$ cat src/rtl/cam_result_unloader_if.sv
// cam_result_unloader_if
// Purpose: groups the result-array read port and the outgoing word stream
// of the CAM result unloader into one bundle.
// Signals:
//   input_mode       array access mode (RowxRow / ColxCol / 0 when idle)
//   addr_output_Row  row address toward the array
//   addr_output_Col  column address toward the array
//   Q_out_row        array row read data
//   Q_out_col        array column read data
//   out_valid        stream word valid
//   out_ready        downstream accept
//   out_data         captured word, zero-extended to OUT_WIDTH
//   out_index        row/column index of out_data
// Modports: master = unloader side, slave = array plus downstream consumer.
interface cam_result_unloader_if #(
    parameter int unsigned DATA_WIDTH     = 4,
    parameter int unsigned DATA_DEPTH     = 4,
    parameter int unsigned ADDR_WIDTH_CAM = 8,
    parameter int unsigned OUT_WIDTH      = 4
);
    logic [2:0]                input_mode;
    logic [ADDR_WIDTH_CAM-1:0] addr_output_Row;
    logic [ADDR_WIDTH_CAM-1:0] addr_output_Col;
    logic [DATA_WIDTH-1:0]     Q_out_row;
    logic [DATA_DEPTH-1:0]     Q_out_col;
    logic                      out_valid;
    logic                      out_ready;
    logic [OUT_WIDTH-1:0]      out_data;
    logic [ADDR_WIDTH_CAM-1:0] out_index;

    modport master (
        output input_mode,
        output addr_output_Row,
        output addr_output_Col,
        input  Q_out_row,
        input  Q_out_col,
        output out_valid,
        input  out_ready,
        output out_data,
        output out_index
    );

    modport slave (
        input  input_mode,
        input  addr_output_Row,
        input  addr_output_Col,
        output Q_out_row,
        output Q_out_col,
        input  out_valid,
        output out_ready,
        input  out_data,
        input  out_index
    );
endinterface

$ cat src/rtl/cam_result_unloader.sv
// cam_result_unloader
// Purpose: read-side sequencer for the CAM result register array. On start
// it sweeps every row (row mode) or every column (column mode), holds each
// address for READ_LAT cycles to cover the array's registered read latency,
// and delivers each retrieved word on a valid/ready stream.
// Ports:
//   clk       clock, all logic on posedge
//   rst       synchronous active-high reset
//   start     begin a sweep (sampled only when idle)
//   col_mode  0 = row sweep, 1 = column sweep (sampled with start)
//   busy      high from the cycle after an accepted start until done
//   done      one-cycle pulse after the last word handshakes
//   bus       master side of cam_result_unloader_if (array port + stream)
module cam_result_unloader #(
    parameter int unsigned DATA_WIDTH     = 4,
    parameter int unsigned DATA_DEPTH     = 4,
    parameter int unsigned ADDR_WIDTH_CAM = 8,
    parameter int unsigned OUT_WIDTH      = 4,
    parameter int unsigned READ_LAT       = 2,
    parameter logic [2:0]  RowxRow        = 3'd1,
    parameter logic [2:0]  ColxCol        = 3'd2
) (
    input  logic                  clk,
    input  logic                  rst,
    input  logic                  start,
    input  logic                  col_mode,
    output logic                  busy,
    output logic                  done,
    cam_result_unloader_if.master bus
);

    localparam int unsigned CNT_W = (READ_LAT < 1) ? 1 : $clog2(READ_LAT + 1);
    localparam logic [CNT_W-1:0] CNT_MAX = CNT_W'(READ_LAT);
    localparam logic [ADDR_WIDTH_CAM-1:0] LAST_ROW = ADDR_WIDTH_CAM'(DATA_DEPTH - 1);
    localparam logic [ADDR_WIDTH_CAM-1:0] LAST_COL = ADDR_WIDTH_CAM'(DATA_WIDTH - 1);
    localparam logic [2:0] MODE_NONE = 3'd0;

    typedef enum logic [1:0] {
        IDLE  = 2'd0,
        READ  = 2'd1,
        DRAIN = 2'd2,
        DONE  = 2'd3
    } state_t;

    state_t                    state;
    logic                      col_sel;
    logic [ADDR_WIDTH_CAM-1:0] index;
    logic [CNT_W-1:0]          wait_cnt;
    logic [2:0]                mode_reg;
    logic [ADDR_WIDTH_CAM-1:0] addr_row_reg;
    logic [ADDR_WIDTH_CAM-1:0] addr_col_reg;
    logic                      valid_reg;
    logic [OUT_WIDTH-1:0]      data_reg;
    logic [ADDR_WIDTH_CAM-1:0] index_reg;

    logic                      handshake;
    logic                      slot_free;
    logic                      at_last;
    logic [ADDR_WIDTH_CAM-1:0] next_index;
    logic [OUT_WIDTH-1:0]      rd_word;

    // Stream handshake and whether the output register can take a new word.
    assign handshake  = valid_reg & bus.out_ready;
    assign slot_free  = ~valid_reg | bus.out_ready;
    assign next_index = index + 1'b1;
    assign at_last    = col_sel ? (index >= LAST_COL) : (index >= LAST_ROW);

    // Zero-extended array data for the active sweep direction.
    always_comb begin
        rd_word = OUT_WIDTH'(bus.Q_out_row);
        if (col_sel) begin
            rd_word = OUT_WIDTH'(bus.Q_out_col);
        end
    end

    // Sweep sequencer: state, address/mode drive, latency counter and output register.
    always_ff @(posedge clk) begin
        if (rst) begin
            state        <= IDLE;
            col_sel      <= 1'b0;
            index        <= '0;
            wait_cnt     <= '0;
            mode_reg     <= MODE_NONE;
            addr_row_reg <= '0;
            addr_col_reg <= '0;
            valid_reg    <= 1'b0;
            data_reg     <= '0;
            index_reg    <= '0;
            busy         <= 1'b0;
            done         <= 1'b0;
        end else begin
            done <= 1'b0;

            // A handshake empties the output register unless a capture below refills it.
            if (handshake) begin
                valid_reg <= 1'b0;
            end

            case (state)
                IDLE: begin
                    if (start) begin
                        col_sel      <= col_mode;
                        index        <= '0;
                        wait_cnt     <= '0;
                        mode_reg     <= col_mode ? ColxCol : RowxRow;
                        addr_row_reg <= '0;
                        addr_col_reg <= '0;
                        busy         <= 1'b1;
                        state        <= READ;
                    end
                end

                READ: begin
                    if (wait_cnt != CNT_MAX) begin
                        wait_cnt <= wait_cnt + 1'b1;
                    end else if (slot_free) begin
                        // Array data for the held address is valid now; take it.
                        valid_reg <= 1'b1;
                        data_reg  <= rd_word;
                        index_reg <= index;
                        if (!at_last) begin
                            index        <= next_index;
                            wait_cnt     <= '0;
                            addr_row_reg <= col_sel ? '0 : next_index;
                            addr_col_reg <= col_sel ? next_index : '0;
                        end else begin
                            mode_reg     <= MODE_NONE;
                            addr_row_reg <= '0;
                            addr_col_reg <= '0;
                            state        <= DRAIN;
                        end
                    end
                    // Otherwise stall: address and counter hold, array data stays valid.
                end

                DRAIN: begin
                    if (handshake) begin
                        busy  <= 1'b0;
                        done  <= 1'b1;
                        state <= DONE;
                    end
                end

                DONE: begin
                    state <= IDLE;
                end

                default: begin
                    state <= IDLE;
                end
            endcase
        end
    end

    assign bus.input_mode      = mode_reg;
    assign bus.addr_output_Row = addr_row_reg;
    assign bus.addr_output_Col = addr_col_reg;
    assign bus.out_valid       = valid_reg;
    assign bus.out_data        = data_reg;
    assign bus.out_index       = index_reg;

endmodule

$ cat src/flat_wrapper.sv
// flat-port wrapper written by rule: the top's interface ports become plain ports
module cam_result_unloader_flat 
#(
    parameter int unsigned DATA_WIDTH     = 4,
    parameter int unsigned DATA_DEPTH     = 4,
    parameter int unsigned ADDR_WIDTH_CAM = 8,
    parameter int unsigned OUT_WIDTH      = 4,
    parameter int unsigned READ_LAT       = 2,
    parameter logic [2:0]  RowxRow        = 3'd1,
    parameter logic [2:0]  ColxCol        = 3'd2
)
  (clk, rst, start, col_mode, busy, done, bus_input_mode, bus_addr_output_Row, bus_addr_output_Col, bus_Q_out_row, bus_Q_out_col, bus_out_valid, bus_out_ready, bus_out_data, bus_out_index);
  cam_result_unloader_if #(.DATA_WIDTH(DATA_WIDTH), .DATA_DEPTH(DATA_DEPTH), .ADDR_WIDTH_CAM(ADDR_WIDTH_CAM), .OUT_WIDTH(OUT_WIDTH)) bus_i ();
  input  logic clk;
  input  logic rst;
  input  logic start;
  input  logic col_mode;
  output logic busy;
  output logic done;
  output wire logic [$bits(bus_i.input_mode)-1:0] bus_input_mode;
  output wire logic [$bits(bus_i.addr_output_Row)-1:0] bus_addr_output_Row;
  output wire logic [$bits(bus_i.addr_output_Col)-1:0] bus_addr_output_Col;
  input wire logic [$bits(bus_i.Q_out_row)-1:0] bus_Q_out_row;
  input wire logic [$bits(bus_i.Q_out_col)-1:0] bus_Q_out_col;
  output wire logic [$bits(bus_i.out_valid)-1:0] bus_out_valid;
  input wire logic [$bits(bus_i.out_ready)-1:0] bus_out_ready;
  output wire logic [$bits(bus_i.out_data)-1:0] bus_out_data;
  output wire logic [$bits(bus_i.out_index)-1:0] bus_out_index;
  assign bus_input_mode = bus_i.input_mode;
  assign bus_addr_output_Row = bus_i.addr_output_Row;
  assign bus_addr_output_Col = bus_i.addr_output_Col;
  assign bus_i.Q_out_row = bus_Q_out_row;
  assign bus_i.Q_out_col = bus_Q_out_col;
  assign bus_out_valid = bus_i.out_valid;
  assign bus_i.out_ready = bus_out_ready;
  assign bus_out_data = bus_i.out_data;
  assign bus_out_index = bus_i.out_index;
  cam_result_unloader #(.DATA_WIDTH(DATA_WIDTH), .DATA_DEPTH(DATA_DEPTH), .ADDR_WIDTH_CAM(ADDR_WIDTH_CAM), .OUT_WIDTH(OUT_WIDTH), .READ_LAT(READ_LAT), .RowxRow(RowxRow), .ColxCol(ColxCol)) u_core (.clk(clk), .rst(rst), .start(start), .col_mode(col_mode), .busy(busy), .done(done), .bus(bus_i));
endmodule
$ cat config.mk
export PLATFORM = sky130hd
export DESIGN_NAME = cam_result_unloader_flat
export DESIGN_NICKNAME = d
export VERILOG_FILES = /design/src/rtl/cam_result_unloader_if.sv /design/src/rtl/cam_result_unloader.sv /design/src/flat_wrapper.sv
export SDC_FILE = /design/constraint.sdc
export NUM_CORES = 1
export LEC_CHECK = 0
export ABC_AREA = 1
export CAP_MARGIN = 15
export CORE_MARGIN = 2
export CORE_UTILIZATION = 35
export CTS_CLUSTER_DIAMETER = 200
export CTS_CLUSTER_SIZE = 10
export DETAILED_ROUTE_END_ITERATION = 12
export PLACE_DENSITY = 0.66
export SYNTH_ARGS = -nofsm -noshare
export SYNTH_HDL_FRONTEND = slang
export SYNTH_SLANG_ARGS = --single-unit
$ cat constraint.sdc
create_clock -name clk -period 1.35 [get_ports clk]
set_input_delay 0.27 -clock clk [delete_from_list [all_inputs] [get_ports clk]]
set_output_delay 0.27 -clock clk [all_outputs]
set_load 0.02 [all_outputs]
**Yosys cells after proc, flatten, opt, wreduce, memory -nomap -nowiden**

Cells that the tools add are included.

- Flip-flop bits (word level): 47
- Input bits: 13
- Output and inout port bits: 34

- Add/subtract/negate cells: 2
- $lt $le $gt $ge: 1
- Eq/ne operators: 12
- Mux-type cells: 41
- Bitwise logic cells: 5
- Reductions and logical operators: 12

Operators with widths:

| kind | count |
|---|---|
| 2-to-1 mux 8 bit | 12 |
| case mux 8 bit (2 select lines) | 3 |
| 2-to-1 mux 2 bit | 10 |
| AND reduction 5 bit | 3 |
| 2-to-1 mux 3 bit | 4 |
| adder 8 x 1 -> 8 bit, second input constant | 1 |
| >= comparator 8 x 2 -> 1 bit, second input constant | 1 |
| inequality test 2 bit, second input constant | 4 |
| case mux 2 bit (4 select lines) | 1 |
| AND reduction 4 bit | 2 |
| 2-to-1 mux 1 bit | 7 |
| inequality test 2 x 1 -> 1 bit, second input constant | 3 |
| case mux 3 bit (2 select lines) | 1 |
| AND reduction 3 bit | 2 |
| equality test 2 bit, second input constant | 2 |
| 2-to-1 mux 4 bit | 1 |
| case mux 2 bit (2 select lines) | 1 |
| nonzero test 2 bit | 2 |
| inequality test 3 x 1 -> 1 bit, second input constant | 1 |
| inequality test 3 bit, second input constant | 1 |
| NOT 1 bit | 3 |
| adder 2 x 1 -> 2 bit, second input constant | 1 |
| equality test 2 x 1 -> 1 bit, second input constant | 1 |
| logical NOT 2 bit | 1 |
| other kinds (5) | 5 |

**Logic depth before layout (Yosys ltp)**

- Depth after elaboration: 6
- Mapped depth: 13
- Gate-level depth less buffers: 12

**Worst setup path after synthesis**

OpenSTA, ideal clock, no wires.

- Kind: register to register
- From: register u_core.state[1]
- To: register u_core.addr_row_reg[0], in the netlist u_core.bus.addr_output_Row[0]
- Data arrival time: 1.381 ns
- Slack: -0.159 ns
- Cell stages (with the launch flop): 13
- Clock period less this slack: 1.509 ns
- Path through: dfxtp_1 > inv_1 > ha_1 > buf_4 > nand3_1 > nand2_4 > nor2_4 > inv_2 > buf_6 > nand2_1 > inv_1 > nor2_1 > nor2_1

- Longest elaborated chain between the ends: 3
- Elaborated cells between the ends (all ways): 8

RTL lines:

| item | RTL line | RTL |
|---|---|---|
| start, declared | cam_result_unloader.sv:45 | `state_t state;` |
| start signal, assigned | cam_result_unloader.sv:79 | `state <= IDLE;` |
| start signal, assigned | cam_result_unloader.sv:109 | `state <= READ;` |
| start signal, assigned | cam_result_unloader.sv:130 | `state <= DRAIN;` |
| equality test 2 x 1 -> 1 bit or logical NOT 2 bit (tied branches) | cam_result_unloader.sv:99 | `case (state)` |
| inequality test 2 x 1 -> 1 bit (no source line) (tied with other cells) | -- |  |
| AND reduction 4 bit (no source line) | -- |  |
| end signal, assigned | cam_result_unloader.sv:124 | `addr_row_reg <= col_sel ? '0 : next_index;` |
| end, declared | cam_result_unloader.sv:50 | `logic [ADDR_WIDTH_CAM-1:0] addr_row_reg;` |

Parallel ways exist; a longest one is shown, timed or not.
A chain may end at the register's enable or synchronous reset.

**Final worst setup path**

- From: register u_core.state[1]
- To: register u_core.index_reg[1], in the netlist u_core.bus.out_index[1]

- Longest elaborated chain between the ends: 2

RTL lines:

| item | RTL line | RTL |
|---|---|---|
| equality test 2 x 1 -> 1 bit | cam_result_unloader.sv:99 |  |
| AND reduction 3 bit (no source line) | -- |  |
| end signal, assigned | cam_result_unloader.sv:120 | `index_reg <= index;` |
| end, declared | cam_result_unloader.sv:54 | `logic [ADDR_WIDTH_CAM-1:0] index_reg;` |

Every way passes these cells.

==> run summary <==
Nets: 321
Hold Path Cell Cnt: 2
Clk sink count: 46
Cts hold-fix bufs: 0
Gr usage total: 0.153
Final Setup Violations: 20
HP Class: flip-flop to flip-flop
Height of the chip: 76.2 microns
First-pass DRT Iterations: 4
Worst Path Required: 1.54 ns
CP arrival: 1.60 ns
Most common cell after layout, fill and taps aside: dfxtp_1
RSZ-0062 raised after global routing: yes
Row count: 26
CP max stage delay: 0.35 ns
Max Buffers Root-to-Sink: 2
Clock period minus worst slack: 1.41 ns
Mean post-synth cell area: 7.64 sq um
RR Startpoint: u_core.state[1]
PD cells: 1480 mW/mm^2
I/O Buffers: 45
Initial antenna violation count: 0
Setup Skew: 0.00230 ns
Slowest CP cell: dfxtp_2
Dpl hpwl: 2910 microns
Final non-filler cell area: 0.00273 sq mm
Number of global-route vias before repair: 1620
Post-synth cell types: 25
Critical-path cell list: inv_4, ha_4, inv_1, nor2_4, nand2_4, clkinvlp_4, nor2_1, nor2_1
Via count of the routed design: 1666
Post-synthesis cell count: 239
Global placement routability congestion: 0.777
Post-place instance area: 0.00249 sq mm
Max VDD drop: 0.703 mV
Initial DRC count: 72
Setup ws final: -0.0578 ns
Fin. Hold Viols: 0
RR Endpoint: u_core.bus.out_index[1]
H-tree levels: 2
Maximum clock rate: 0.710 GHz
Die Area: 0.00581 sq mm
Critical path launch point type: flip-flop
Post-synthesis sequential area ratio: 0.504
Largest net degree at the start of global routing: 30
CTS Buf Count: 5
Root Driver: clkbuf_8
Post-synth EDFFs: 0
Worst slew pin tran: 0.537 ns
Slew Limit Fails: 0
Initial core utilization: 0.360
R2R depth: 8
Top FF cell, synth: dfxtp_1
Leak Pwr: 1.25 nW
Syn Nets: 256
Ys Warns: 0
Most frequent cells in the layout: dfxtp_1, nor2_1, nand2_1
Post-Place Worst Slack: -0.263 ns
Crit path top cell by count: nor2_1
Max-capacitance violation count: 0
Drt via density: 4.45
Drt wl/cell: 11.6 microns
Hold path start: u_core.bus.addr_output_Col[2]
Worst Path Max Fanout: 6
Number of synthesized register bits: 46
Fraction of layout cells with a size suffix above 1: 0.227
Area delta synth->final: 49.8%
Antenna cell count: 0
Die W: 76.2 microns
First-pass GRT wire length: 7360 microns
Crit end category: flip-flop
CP Class: flip-flop to flip-flop
Antenna viol nets, final: 0
CTS clock-pin slew for the worst setup and hold paths: 0.08 ns
R2R setup slack: -0.06 ns
Clock latency on the worst-skew pair: 0.29 ns
Core Area: 0.00507 sq mm
Drt total wl: 4330 microns
Max_slew headroom: 0.642
Ports: 47
DRC: 0
TritonCTS clock tree: built
Asr flop ratio synth: 0
Post-synthesis instance area: 0.00183 sq mm
Final critical-path share of the clock period: 1.04
Endpoint, Worst Hold: u_core.bus.addr_output_Col[2]
Overflow after GRT: 0
Filler cells: 494
Outcome: finished with violations
Failing checks: negative setup slack
logic make-up after synthesis:
kind of cell	synth area share
compound gates	0.105
flops	0.504
simple gates	0.267
fa+ha+maj	0.0274
buf+inv	0.0939
other cells	0.00205
power breakdown:
part / total (mW) / switching (mW) / leakage (nW) / internal [mW]
registers: 1.50 / 0.0604 / 0.373 / 1.44
logic: 1.49 / 0.814 / 0.818 / 0.677
clock network: 1.04 / 0.451 / 0.0573 / 0.592
total: 4.04 / 1.33 / 1.25 / 2.71
Yosys cell counts, drive strengths merged (4+ instances only):
master	n	area, sq um
nand3	6	35.0
a31oi	5	31.3
buf	6	43.8
nor2	43	171
o21ai	17	85.1
a21oi	12	60.1
clkbuf	4	15.0
ha	4	50.1
nand4	6	37.5
inv	30	113
nor3	7	35.0
nand2	49	201
dfxtp	46	921
per-layer routing:
| metal | track usage | wire length, microns |
|---|---|---|
| met5 | 0 | 0 |
| met4 | 0.0655 | 67 |
| met3 | 0.0249 | 176 |
| met2 | 0.264 | 2130 |
| met1 | 0.190 | 1960 |
cell type report:
| class | instances | area, sq um | area share |
|---|---|---|---|
| Timing Repair inverter | 3 | 21.3 | 0.00778 |
| Multi-Input combinational cell | 153 | 863 | 0.316 |
| Inverter | 30 | 130 | 0.0476 |
| Clock inverter | 1 | 30.0 | 0.0110 |
| Sequential cell | 46 | 927 | 0.339 |
| Clock buffer | 6 | 82.6 | 0.0302 |
| Tap cell | 70 | 87.6 | 0.0320 |
| Timing Repair Buffer | 65 | 592 | 0.216 |
stage by stage:
stage	total power, mW	cells	util	TNS (ns)	hold slack (ns)
finish	4.04	374	0.539	-0.399	0.433
floorplan	2.30	239	-	-0.125	0.412
global route	4.28	374	0.539	-3.25	0.447
CTS	3.82	370	0.516	-0.602	0.437
detailed placement	2.74	361	0.492	-8.64	0.426
global placement	2.72	361	0.492	-7.93	0.424
repair_timing:
item / in CTS / in global routing
endpoints found under the hold margin: 0 / 0
pin swaps: 3 / 14
buffers inserted: 0 / 3
setup endpoints to repair: 70 / 42
cloned: 2 / 1
gates resized for setup: 49 / 28
worst max path at each step:
stage / start / end / slack [ns] / depth (start not counted)
after global routing: u_core.state[0] / u_core.bus.addr_output_Row[0] / -0.15 / 12
after floorplan: u_core.state[0] / u_core.bus.addr_output_Row[0] / -0.03 / 13
after global placement: bus_out_ready / u_core.bus.out_data[1] / -0.25 / 7
final: u_core.state[1] / u_core.bus.out_index[1] / -0.06 / 8
after detailed placement: bus_out_ready / u_core.bus.out_data[0] / -0.26 / 7
after CTS: u_core.state[1] / u_core.bus.addr_output_Row[6] / -0.04 / 10
critical path: cells and delay by family (launching register included):
family        cells  cell delay, ns
buf+inv           3            0.36
fa+ha+maj         1            0.18
flops             1            0.35
simple gates      4            0.42
Note: power is estimated with default switching activity, not from simulation.
==> variant 1 (same flow settings) <==
Encoding of `state_t`: now one-hot (4 bits for 4 states).
--- a/src/rtl/cam_result_unloader.sv
+++ b/src/rtl/cam_result_unloader.sv
@@ -35,11 +35,11 @@
     localparam logic [ADDR_WIDTH_CAM-1:0] LAST_COL = ADDR_WIDTH_CAM'(DATA_WIDTH - 1);
     localparam logic [2:0] MODE_NONE = 3'd0;
 
-    typedef enum logic [1:0] {
-        IDLE  = 2'd0,
-        READ  = 2'd1,
-        DRAIN = 2'd2,
-        DONE  = 2'd3
+    typedef enum logic [3:0] {
+        IDLE  = 4'b0001,
+        READ  = 4'b0010,
+        DRAIN = 4'b0100,
+        DONE  = 4'b1000
     } state_t;
 
     state_t                    state;
Function: no difference found for any inputs over 10 cycles, from zero or initial values and one cycle with rst high; not proved beyond that.
==> variant 1 against the unedited design <==
  * Register-to-register slack improved by 0.14 ns
  * Sequential share of layout area rose by 1.6 points
  * Routed wire length fell by 4.3%
  * Final cell count fell by 3.2%
  * Clock skew rose by 0.0054 ns
  * Setup slack improved by 0.11 ns
  * Sequential cell count rose by 2
  * Via count fell by 0.18%
  * Final area fell by 0.50%
  * Utilization fell by 4.5 points
  * Synthesized area rose by 9.7%
  * Critical path type is now flip-flop to output pin
Power is not compared: it rests on default switching activity, and its combinational part moved more than twofold at a synthesized area within 25%.
==> variant 1: results (changes against the unedited design) <==
Clock power share: 0.285
Non-Filler Instances: 362 (was 374)
Data arrival time of the worst path: 1.03 ns (was 1.60 ns)
Routed len/inst: 11.44 um (was 11.57 um)
Nets: 304 (was 321)
Sequential fraction of the synthesis area: 0.4797 (was 0.5045)
Post-DP HPWL: 2989 um (was 2908 um)
H-tree depth: 2 (unchanged)
Pre-CTS WS: -0.2482 ns (was -0.2629 ns)
Start point of the critical path: u_core.bus.out_index[0] (was u_core.state[1])
CP endpoint: bus_out_index[0] (was u_core.bus.out_index[1])
Gpl congestion: 0.8004 (was 0.7770)
Synth cell count leaders: 48 x dfxtp_1, 33 x nand2_1, 26 x nor2_1 (was 46 x dfxtp_1, 46 x nand2_1, 41 x nor2_1)
HP Start: u_core.index[2] (was u_core.bus.addr_output_Col[2])
Synth unique cells: 31 (was 25)
R2r setup slk: 0.08 ns (was -0.06 ns)
Crit path time final: 1.299 ns (was 1.408 ns)
Syn_nets: 244 (was 256)
Placed insts: 353 (was 361)
Via density: 4.594 (was 4.455)
Initial DRC Count: 45 (was 72)
Vias in the first global route: 1,465 (was 1,620)
Crit-path max cell delay: 0.38 ns (was 0.35 ns)
Register-to-Register Path Depth: 7 (was 8)
Crit path max-delay family: flip-flops (was simple AND/OR/NAND/NOR gates)
Clock skew: 0.007721 ns (was 0.002297 ns)
Outcome: complete, no violations (was finished, violations left)
First-pass GRT wire length: 6817 um (was 7362 um)
Cells after synthesis: 230 (was 239)
Worst Path Max Fanout: 2 (was 6)
Reg2reg end: u_core.bus.out_data[1] (was u_core.bus.out_index[1])
Share of cells above drive strength 1: 0.2414 (was 0.2270)
CP max-delay cell: dfxtp_1 (was dfxtp_2)
R2r startpoint: u_core.state[0] (was u_core.state[1])
Main area contributors after synthesis: dfxtp_1 48%, nand2_1 6.2%, nor3b_2 5.0%, nor2_1 4.9%, a21oi_1 4.5% (was dfxtp_1 50%, nand2_1 9.5%, nor2_1 8.4%, inv_1 5.6%, o21ai_0 4.7%)
Largest net degree at the start of global routing: 20 (was 30)
Fillcell total: 535 (was 494)
variant 1: cell count changes after synthesis, sizes merged, moves of 8 or more:
cell / change
nor2: -11
a21oi: +9
nand2: -8
nand3: +13
inv: -9
nor3b: +12
variant 1: timing repair:
action	CTS	global route
pin swaps	0	3
gates resized for setup	33	17
endpoints found under the setup margin	33	24
buffers inserted	0	2
variant 1: per-layer routing:
metal,vias to the layer above,wire length [um],global-route usage
li1,859,-,-
met1,764,1906,0.1840
met2,36,2005,0.2218
met3,4,199,0.04412
met4,0,29,0.03103
met5,-,0,0
variant 1: logic make-up after synthesis:
kind of cell | share of synthesized area
AND/OR/NAND/NOR | 0.3067
AO/OA/AOI/OAI | 0.1043
adder cells (fa/ha/maj) | 0.006245
multiplexers | 0.01999
flip-flops | 0.4797
buffers and inverters | 0.08120
other | 0.001872
variant 1: stage by stage:
| stage | setup TNS, ns | utilization | cell area [um2] | power [uW] | hold slack [ns] |
|---|---|---|---|---|---|
| detailed placement | -6.447 | 0.4769 | 2626 | 2074 | 0.4275 |
| CTS | 0 | 0.4842 | 2666 | 2884 | 0.4424 |
| floorplan | 0 | - | 2003 | 1877 | 0.4172 |
| global placement | -6.085 | 0.4769 | 2626 | 2071 | 0.4252 |
| finish | 0 | 0.4940 | 2720 | 2865 | 0.4438 |
| global route | -0.006868 | 0.4940 | 2720 | 3035 | 0.4562 |
variant 1: worst min path at each step:
stage | to
CTS | u_core.index[4]
finish | u_core.index[2]
global placement | u_core.index[3]
detailed placement | u_core.index[2]
global route | u_core.index[4]
floorplan | u_core.index[2]
variant 1: power groups by stage:
stage                     sequential (uW)  combinational, uW  clock (uW)
final                                1500                544         817
after global routing                 1510                609         916
after CTS                            1500                529         854
after detailed placement             1530                540           0
after global placement               1530                537           0
after floorplan                      1540                333           0
variant 1: layout make-up:
class	count	area [um2]	area share
Sequential cell	48	965.9	0.3551
Timing Repair Buffer	63	586.8	0.2157
Clock inverter	2	12.51	0.004600
Clock buffer	5	68.82	0.02530
Inverter	22	87.58	0.03220
Multi-Input combinational cell	150	908.4	0.3339
Tap cell	72	90.09	0.03312
==> variant 2 (config.mk and constraints unchanged) <==
Without the edit above. `READ_LAT` is set to 2 in 2 places; all go to 1.
--- a/src/rtl/cam_result_unloader.sv
+++ b/src/rtl/cam_result_unloader.sv
@@ -16,7 +16,7 @@
     parameter int unsigned DATA_DEPTH     = 4,
     parameter int unsigned ADDR_WIDTH_CAM = 8,
     parameter int unsigned OUT_WIDTH      = 4,
-    parameter int unsigned READ_LAT       = 2,
+    parameter int unsigned READ_LAT       = 1,
     parameter logic [2:0]  RowxRow        = 3'd1,
     parameter logic [2:0]  ColxCol        = 3'd2
 ) (
--- a/src/flat_wrapper.sv
+++ b/src/flat_wrapper.sv
@@ -5,7 +5,7 @@
     parameter int unsigned DATA_DEPTH     = 4,
     parameter int unsigned ADDR_WIDTH_CAM = 8,
     parameter int unsigned OUT_WIDTH      = 4,
-    parameter int unsigned READ_LAT       = 2,
+    parameter int unsigned READ_LAT       = 1,
     parameter logic [2:0]  RowxRow        = 3'd1,
     parameter logic [2:0]  ColxCol        = 3'd2
 )
Behaviour: not the same (Yosys sat finds a counterexample within 4 cycles, from zero or initial values and one cycle with rst high).
==> variant 2 against the unedited design <==
  * The flow still finishes with violations (negative setup slack)
  * Synthesized area down 2.2%
  * Routed wire length fell by 2.0%
  * Combinational power is 27% higher
  * Maximum frequency is 1.6% higher
  * Utilization up 5.1 points
  * Final area increased by 3.9%
  * Count of clock-buffer cells in the layout decreased by 1
  * Setup slack improved by 0.023 ns
  * Total power up 6.1%
  * Critical path depth grew 1
  * Sequential cell count down 1
  * Synthesized cell count shrank 2.5%
  * Critical endpoint is now u_core.bus.addr_output_Row[0]
  * Largest power group is now combinational logic
==> variant 2: results (changes against the unedited design) <==
Outcome: finished, violations left (unchanged)
Failing checks: negative setup slack (unchanged)
DR WL met3: 263 um (was 176 um)
Met3 global-route usage: 0.05026 (was 0.02488)
Initial DRC Count: 41 (was 72)
Gpl congestion: 0.8357 (was 0.7770)
Leak pwr: 0.001255 uW (was 0.001248 uW)
Setup TNS: -0.3348 ns (was -0.3986 ns)
Vias in the first global route: 1,478 (was 1,620)
Main area contributors after synthesis: dfxtp_1 50%, nand2_1 12%, a21oi_1 7.6%, nor2_1 7.6%, inv_1 4.4% (was dfxtp_1 50%, nand2_1 9.5%, nor2_1 8.4%, inv_1 5.6%, o21ai_0 4.7%)
Sw power: 1606 uW (was 1326 uW)
Post-CTS Resized: 59 (was 49)
Worst Slack Setup Final: -0.03525 ns (was -0.05778 ns)
Grt met2 use: 0.2396 (was 0.2637)
Worst Path Max Fanout: 9 (was 6)
Pre-CTS WS: -0.2288 ns (was -0.2629 ns)
Synth cell count leaders: 57 x nand2_1, 45 x dfxtp_1, 36 x nor2_1 (was 46 x dfxtp_1, 46 x nand2_1, 41 x nor2_1)
Largest net degree at the start of global routing: 25 (was 30)
Post-synth ARST share: 0 (unchanged)
First-pass DRT Iterations: 4 (unchanged)
Setup Fix Bufs, Post-CTS: 3 (was 0)
# port buffers: 45 (unchanged)
Share of cells above drive strength 1: 0.3257 (was 0.2270)
Start point of the critical path: u_core.state[0] (was u_core.state[1])
Crit path max-delay family: buffers and inverters (was simple AND/OR/NAND/NOR gates)
Via density: 4.539 (was 4.455)
Post-DP HPWL: 2735 um (was 2908 um)
Sequential fraction of the synthesis area: 0.5046 (was 0.5045)
Routed len/inst: 11.43 um (was 11.57 um)
HP Start: u_core.bus.addr_output_Row[4] (was u_core.bus.addr_output_Col[2])
WL met2: 2001 um (was 2126 um)
Syn_nets: 250 (was 256)
Register-to-Register Path Depth: 9 (was 8)
Reg2reg end: u_core.bus.addr_output_Row[0] (was u_core.bus.out_index[1])
Final setup vio count: 25 (was 20)
Clock skew: 0.006850 ns (was 0.002297 ns)
Data arrival time of the worst path: 1.58 ns (was 1.60 ns)
Ant diodes: 0 (unchanged)
Relative slew slack: 0.6356 (was 0.6417)
First-pass GRT wire length: 6410 um (was 7362 um)
Met1 Use GR: 0.1851 (was 0.1896)
Gr usage total: 0.1500 (was 0.1533)
Metal-1 WL: 1907 um (was 1956 um)
variant 2: power by group through the flow:
stage,Clock (uW),Sequential [uW],Combinational (uW)
after floorplan,0,1620,835
after global placement,0,1550,1460
after detailed placement,0,1550,1480
after CTS,879,1530,1620
after global routing,934,1550,2050
final,860,1540,1890
variant 2: kinds of logic (layout without fill, tap and decap cells):
kind of cell / Yosys count / count (layout) / synth area share
adders and majority gates: 4 / 4 / 0.02803
and+or+nand+nor: 109 / 109 / 0.2551
buffers and inverters: 32 / 103 / 0.07918
DFF: 45 / 45 / 0.5046
AOI/OAI and AO/OA: 42 / 42 / 0.1310
other: 1 / 1 / 0.002100
variant 2: how the worst min path moves through the flow:
stage	to	slack [ns]	cells after the start
after floorplan	u_core.done	0.41	2
after global placement	u_core.bus.addr_output_Col[7]	0.43	2
after detailed placement	u_core.bus.addr_output_Col[2]	0.43	2
after CTS	u_core.bus.addr_output_Row[4]	0.44	2
after global routing	u_core.bus.addr_output_Row[4]	0.46	2
final	u_core.bus.addr_output_Row[4]	0.44	2
variant 2: metrics by stage:
stage / instances / hold WS [ns] / util / cell area (um2)
after floorplan: 233 / 0.4117 / - / 1793
after global placement: 355 / 0.4271 / 0.5078 / 2446
after detailed placement: 355 / 0.4262 / 0.5078 / 2446
after CTS: 366 / 0.4422 / 0.5371 / 2587
after global routing: 371 / 0.4564 / 0.5899 / 2841
final: 371 / 0.4386 / 0.5899 / 2841
variant 2: layout make-up:
type | instances | area (um2) | share of cell area
Multi-Input combinational cell | 156 | 979.7 | 0.3448
Inverter | 22 | 85.08 | 0.02994
Clock inverter | 3 | 25.02 | 0.008807
Sequential cell | 45 | 903.4 | 0.3179
Timing Repair Buffer | 73 | 695.7 | 0.2448
Tap cell | 67 | 83.83 | 0.02950
Clock buffer | 5 | 68.82 | 0.02422
